### config.mk
export PLATFORM = sky130hd
export DESIGN_NAME = plab3_mem_tz_mem_filter
export DESIGN_NICKNAME = d
export VERILOG_FILES = /design/src/rtl/plab3_mem_tz_mem_filter.sv
export SDC_FILE = /design/constraint.sdc
export NUM_CORES = 1
export LEC_CHECK = 0
export CORE_AREA = 4 4 271 273
export CTS_CLUSTER_DIAMETER = 60
export DETAILED_ROUTE_END_ITERATION = 6
export DIE_AREA = 0 0 275 277
export PLACE_DENSITY = 0.43
export SLEW_MARGIN = 25
export SYNTH_ARGS = -nofsm -noshare
export SYNTH_HDL_FRONTEND = slang
export SYNTH_SLANG_ARGS = --single-unit
export TNS_END_PERCENT = 50
### constraint.sdc
create_clock -name clk -period 5.35 [get_ports clk]
set_input_delay 1.07 -clock clk [delete_from_list [all_inputs] [get_ports clk]]
set_output_delay 1.07 -clock clk [all_outputs]
set_load 0.01 [all_outputs]
### src/rtl/plab3_mem_tz_mem_filter.sv
// Secure-window filter between blocking L1 cache and memory; refused requests get a local response.
// Latency: forwarded accept->cacheresp_val 3 cycles, refused accept->cacheresp_val 1 cycle.
// Backpressure: one request outstanding; cachereq_rdy low until the cache response handshake completes.
module plab3_mem_tz_mem_filter #(
    parameter int unsigned p_opaque_nbits = 8,
    parameter int unsigned p_addr_nbits   = 32,
    parameter int unsigned p_data_nbits   = 128,
    parameter logic [p_addr_nbits-1:0] p_sec_base = 32'h0000_8000,
    parameter logic [p_addr_nbits-1:0] p_sec_size = 32'h0000_1000,
    parameter int unsigned p_cnt_nbits    = 8,
    localparam int unsigned c_len_nbits   = $clog2(p_data_nbits / 8),
    localparam int unsigned c_req_nbits   = 3 + p_opaque_nbits + p_addr_nbits + c_len_nbits + p_data_nbits,
    localparam int unsigned c_resp_nbits  = 3 + p_opaque_nbits + c_len_nbits + p_data_nbits
) (
    input  logic                     clk,
    input  logic                     reset,
    input  logic                     cachereq_val,
    output logic                     cachereq_rdy,
    input  logic [c_req_nbits-1:0]   cachereq_msg,
    input  logic                     cachereq_domain,
    output logic                     cacheresp_val,
    input  logic                     cacheresp_rdy,
    output logic [c_resp_nbits-1:0]  cacheresp_msg,
    output logic                     cacheresp_domain,
    output logic                     memreq_val,
    input  logic                     memreq_rdy,
    output logic [c_req_nbits-1:0]   memreq_msg,
    output logic                     memreq_domain,
    input  logic                     memresp_val,
    output logic                     memresp_rdy,
    input  logic [c_resp_nbits-1:0]  memresp_msg,
    input  logic                     memresp_domain,
    input  logic                     viol_clear,
    output logic                     viol_flag,
    output logic [p_cnt_nbits-1:0]   viol_count,
    output logic [p_addr_nbits-1:0]  viol_addr
);

    localparam int unsigned c_addr_lsb = p_data_nbits + c_len_nbits;
    localparam int unsigned c_op_lsb   = c_addr_lsb + p_addr_nbits;
    localparam int unsigned c_type_lsb = c_op_lsb + p_opaque_nbits;

    // One extra bit so base+size never wraps at the top of the address space.
    localparam logic [p_addr_nbits:0] c_win_lo = {1'b0, p_sec_base};
    localparam logic [p_addr_nbits:0] c_win_hi = {1'b0, p_sec_base} + {1'b0, p_sec_size};

    typedef enum logic [2:0] {
        S_IDLE,
        S_FWD,
        S_WAIT,
        S_RESP,
        S_LOCAL
    } state_t;

    state_t                     state_q, state_d;
    logic [c_req_nbits-1:0]     req_msg_q, req_msg_d;
    logic                       req_dom_q, req_dom_d;
    logic [c_resp_nbits-1:0]    resp_msg_q, resp_msg_d;
    logic                       resp_dom_q, resp_dom_d;
    logic                       viol_flag_q, viol_flag_d;
    logic [p_cnt_nbits-1:0]     viol_count_q, viol_count_d;
    logic [p_addr_nbits-1:0]    viol_addr_q, viol_addr_d;

    logic [p_addr_nbits-1:0]    req_addr;
    logic                       win_hit;
    logic                       req_viol;
    logic [c_resp_nbits-1:0]    local_msg;

    assign req_addr = cachereq_msg[c_addr_lsb +: p_addr_nbits];
    assign win_hit  = ({1'b0, req_addr} >= c_win_lo) && ({1'b0, req_addr} < c_win_hi);
    assign req_viol = (state_q == S_IDLE) && cachereq_val && cachereq_domain && win_hit;

    // Refusal echoes type and opaque so the cache can match it; length and data are zero.
    assign local_msg = {req_msg_q[c_type_lsb +: 3], req_msg_q[c_op_lsb +: p_opaque_nbits],
                        {(c_len_nbits + p_data_nbits){1'b0}}};

    always_comb begin
        state_d    = state_q;
        req_msg_d  = req_msg_q;
        req_dom_d  = req_dom_q;
        resp_msg_d = resp_msg_q;
        resp_dom_d = resp_dom_q;
        unique case (state_q)
            S_IDLE: begin
                if (cachereq_val) begin
                    req_msg_d = cachereq_msg;
                    req_dom_d = cachereq_domain;
                    state_d   = (cachereq_domain && win_hit) ? S_LOCAL : S_FWD;
                end
            end
            S_FWD: begin
                if (memreq_rdy) state_d = S_WAIT;
            end
            S_WAIT: begin
                if (memresp_val) begin
                    resp_msg_d = memresp_msg;
                    resp_dom_d = memresp_domain;
                    state_d    = S_RESP;
                end
            end
            S_RESP, S_LOCAL: begin
                if (cacheresp_rdy) state_d = S_IDLE;
            end
            default: state_d = S_IDLE;
        endcase
    end

    always_comb begin
        viol_flag_d  = viol_flag_q;
        viol_count_d = viol_count_q;
        viol_addr_d  = viol_addr_q;
        // A violation arriving with a clear counts as the first event after the clear.
        if (req_viol) begin
            viol_flag_d = 1'b1;
            viol_addr_d = req_addr;
            if (viol_clear)
                viol_count_d = p_cnt_nbits'(1);
            else if (!(&viol_count_q))
                viol_count_d = viol_count_q + p_cnt_nbits'(1);
        end else if (viol_clear) begin
            viol_flag_d  = 1'b0;
            viol_count_d = '0;
        end
    end

    always_ff @(posedge clk or negedge reset) begin
        if (!reset) begin
            state_q      <= S_IDLE;
            req_msg_q    <= '0;
            req_dom_q    <= 1'b0;
            resp_msg_q   <= '0;
            resp_dom_q   <= 1'b0;
            viol_flag_q  <= 1'b0;
            viol_count_q <= '0;
            viol_addr_q  <= '0;
        end else begin
            state_q      <= state_d;
            req_msg_q    <= req_msg_d;
            req_dom_q    <= req_dom_d;
            resp_msg_q   <= resp_msg_d;
            resp_dom_q   <= resp_dom_d;
            viol_flag_q  <= viol_flag_d;
            viol_count_q <= viol_count_d;
            viol_addr_q  <= viol_addr_d;
        end
    end

    assign cachereq_rdy     = (state_q == S_IDLE);
    assign memreq_val       = (state_q == S_FWD);
    assign memreq_msg       = req_msg_q;
    assign memreq_domain    = req_dom_q;
    assign memresp_rdy      = (state_q == S_WAIT);
    assign cacheresp_val    = (state_q == S_RESP) || (state_q == S_LOCAL);
    assign cacheresp_msg    = (state_q == S_LOCAL) ? local_msg : resp_msg_q;
    assign cacheresp_domain = (state_q == S_LOCAL) ? 1'b1 : resp_dom_q;
    assign viol_flag        = viol_flag_q;
    assign viol_count       = viol_count_q;
    assign viol_addr        = viol_addr_q;

endmodule

==> metrics.md <==
| Metric | Value |
|---|---|
| Count of H-tree levels built during CTS | `2` |
| Nets | `approximately 2100` |
| Area Growth Syn to Fin | `65.2%` |
| Net Switching | `about 4.3 mW` |
| Crit. End Element | `output pin` |
| # clock sinks | `about 360` |
| Global-route wire length before repair | `83200 um` |
| Critical-path top delay cell | `sky130_fd_sc_hd__nand2_4` |
| CP Data Required Time | `4.28 ns` |
| Final setup violation count | `0` |
| Remaining DRCs | `0` |
| Max-Cap Viols | `0` |
| Floorplan die height | `roughly 280 um` |
| Maximum number of pins on one net before global-route repair | `155` |
| Cell types occupying the most area after synthesis | `sky130_fd_sc_hd__dfrtp_1, sky130_fd_sc_hd__mux2_2, sky130_fd_sc_hd__and2_1` |
| Startpoint of the lowest-slack register-to-register path | `state_q[2]` |
| Peak VDD IR | `between 300 and 400 uV` |
| Longest Clk Path Bufs | `3` |
| Max FO, Critical Path | `between 80 and 90` |
| Worst path bufs/invs | `2` |
| Cells along the critical path | `nor2_1 > nand2_4 > buf_4 > and2_1 > clkdlybuf4s50_1` |
| Setup slack of the worst register-to-register path | `approximately 2.7 ns` |
| Count of different cell masters after synthesis | `38` |
| Reg power frac | `0.340` |
| Critical path launch point type | `flop` |
| Gr usage total | `0.146` |
| Int Pwr | `about 9.7 mW` |
| Crit path max-delay family | `simple AND/OR/NAND/NOR gates` |
| Count of final hold-check violations | `0` |
| Placement row count | `between 90 and 100` |
| Root Buffer Master | `sky130_fd_sc_hd__clkbuf_16` |
| Worst slack, placed | `1.61 ns` |
| Actual slew at the worst max-slew pin | `1.11 ns` |
| Max Slew Vio Count | `0` |
| Vias in the first global route | `~12000` |
| Core outline area | `approximately 70000 sq um` |
| Type of the tightest min-delay check | `reg2reg` |
| Die Footprint | `~76000 sq um` |
| Port buffer count | `just under 700` |
| Post-CTS clock slew at the launch and capture registers of the worst setup and hold paths | `~0.060 ns` |
| Die width | `approximately 280 um` |
| Minimum clock period after layout | `around 4.2 ns` |
| Worst skew pair latency | `around 0.58 ns` |
| Layout Skew | `0.0226 ns` |
| CTS-repair resized insts | `0` |
| Overflow left after global routing | `0` |
| Top cells by count, synth | `sky130_fd_sc_hd__dfrtp_1, sky130_fd_sc_hd__mux2_2, sky130_fd_sc_hd__and2_1` |
| Post-synth net total | `approximately 1400` |
| Switch share | `0.309` |
| Number of antenna violations at the first check in global routing | `8` |
| Setup fix buffers added after clock tree synthesis | `0` |
| Synthesized flop and latch total | `approximately 360` |
| Total leakage power | `between 9 and 10 nW` |
| Cts bufs inserted | `between 40 and 50` |
| FF-to-FF End | `memreq_msg[149]` |
| Cell with the most instances after synthesis | `sky130_fd_sc_hd__dfrtp_1` |
| Fraction of final layout cells sized beyond drive strength 1 | `0.230` |
| Achievable clock frequency | `237 MHz` |
| Data arrival time at the worst-slack endpoint | `3.16 ns` |
| Worst hold path startpoint | `viol_addr[2]` |
| Comb pwr share | `0.436` |
| Initial drt markers | `roughly 280` |
| Fin crit share | `0.790` |
| Power share of the clock group | `0.225` |
| CTS tree | `yes` |
| Sequential area share after synthesis | `0.622` |
| Post-route setup TNS | `0 ns` |
| HPWL Detailed | `43800 um` |
| Post-synthesis instance area | `14700 sq um` |
| Syn. warnings | `0` |
| Count of cells along the worst hold path | `2` |
| Post-detailed-route via-to-cell ratio | `about 4.0` |
| Status | `finished clean` |
| Hold-fix buffers at CTS | `0` |
| Largest stage delay on the critical path | `between 0.6 and 0.7 ns` |
| Crit Path Class | `reg2out` |
| I/O pin count | `between 600 and 700` |
| Predominant post-synthesis flop cell | `sky130_fd_sc_hd__dfrtp_1` |
| Mapped Avg Cell Area | `approximately 14 sq um` |
| Largest area contributor in the synthesized netlist | `sky130_fd_sc_hd__dfrtp_1` |
| R2R cell count | `4` |
| Worst slew margin relative to its limit | `0.261` |
| Total power density per cell area | `about 580 nW/um^2` |
| Number of flops mapped to enable cells by yosys | `0` |
| Wire per inst | `21.1 um` |
| Final GP Congestion | `between 0.7 and 0.8` |
| Post-layout power | `14.0 mW` |
| Post-Syn Instances | `between 1000 and 1500` |
| Top cell type's share of synthesized area | `0.622` |
| Via count of the routed design | `between 10000 and 15000` |
| Remaining antenna violation count | `0` |
| Async set-or-reset flop fraction in the synthesized netlist | `1.00` |
| RSZ-0062 raised after global routing | `false` |
| Detailed-route wire length | `around 57000 um` |
| Number of iterations in the first detailed-routing pass | `4` |
| Starting density of the core | `0.206` |
| Hold Path End | `viol_addr[2]` |
| Setup slack after layout | `about 1.1 ns` |
## layout make-up
cell class / count / area, sq um
multi-input combinational: 614 / 5290
sequential: 364 / 9110
clock inverter: 13 / 158
inverter: 3 / 11.3
fill: 7112 / 46900
clock buffer: 71 / 1380
tap: 950 / 1190
antenna: 2 / 5.00
timing repair buffer: 704 / 7070
## cells in the final DEF, fill, tap and decap left out, drive strengths merged, types with 7 or more instances in the layout
| cell type | count |
|---|---|
| clkdlybuf4s50 | 690 |
| dfrtp | 364 |
| mux2 | 320 |
| and2 | 133 |
| nand2 | 75 |
| clkbuf | 71 |
| nor2b | 22 |
| buf | 14 |
| nor2 | 9 |
| and3 | 9 |
| clkinv | 7 |
## metrics by stage
stage | std cells | hold WS [ns] | util | cell area (sq um)
after detailed placement | 2635 | 0.461 | 0.319 | 22700
after global routing | 2720 | 0.485 | 0.340 | 24200
after CTS | 2719 | 0.473 | 0.340 | 24200
after global placement | 2635 | 0.457 | 0.319 | 22700
after floorplan | 1042 | 0.472 | - | 14700
final | 2721 | 0.470 | 0.340 | 24200
## metal layers
layer	share of wire	global-route usage	vias to the layer above
li1	-	-	4952
met1	0.37	0.161	5421
met2	0.54	0.272	322
met3	0.070	0.0413	85
met4	0.022	0.0395	10
met5	0.0011	0	-
## worst max path at each step
stage / startpoint / end / slack, ns / cells after the start
detailed placement: cachereq_msg[159] / viol_count[5] / 1.61 / 6
global route: state_q[1] / cacheresp_msg[6] / 0.83 / 5
finish: state_q[1] / cacheresp_msg[52] / 1.12 / 5
CTS: state_q[1] / cacheresp_msg[52] / 1.01 / 5
global placement: cachereq_msg[159] / viol_count[5] / 1.56 / 6
floorplan: state_q[1] / cacheresp_val / 2.85 / 6
## power groups by stage
| stage | registers [mW] | logic, mW | clock network (mW) |
|---|---|---|---|
| after floorplan | 4.87 | 2.41 | 0 |
| after global placement | 4.79 | 6.18 | 0 |
| after detailed placement | 4.81 | 6.20 | 0 |
| after CTS | 4.78 | 6.23 | 3.28 |
| after global routing | 4.91 | 6.49 | 3.38 |
| final | 4.75 | 6.09 | 3.14 |
## state kept, by name (all words and copies together), names as in the netlist
signal         flops
memreq_msg       175
resp_msg_q       143
viol_addr         32
viol_count         8
state_q            3
memreq_domain      1
resp_dom_q         1
viol_flag          1
## kinds of logic after synthesis
group                    count (synthesis)  share of synthesized area
AO/OA/AOI/OAI                           17                    0.00786
XOR/XNOR                                 1                   0.000598
adder cells (fa/ha/maj)                  1                   0.000854
buffers and inverters                   64                     0.0183
flip-flops                             364                      0.622
multiplexers                           321                      0.247
AND/OR/NAND/NOR                        274                      0.104
## worst reg2reg max path, delay by kind of cell, from the launching register on
family / cells / cell delay [ns]
muxes: 1 / 0.81
buffers and inverters: 2 / 0.78
DFF: 1 / 0.55
and+or+nand+nor: 1 / 0.43
(Power assumes the default switching activity.)
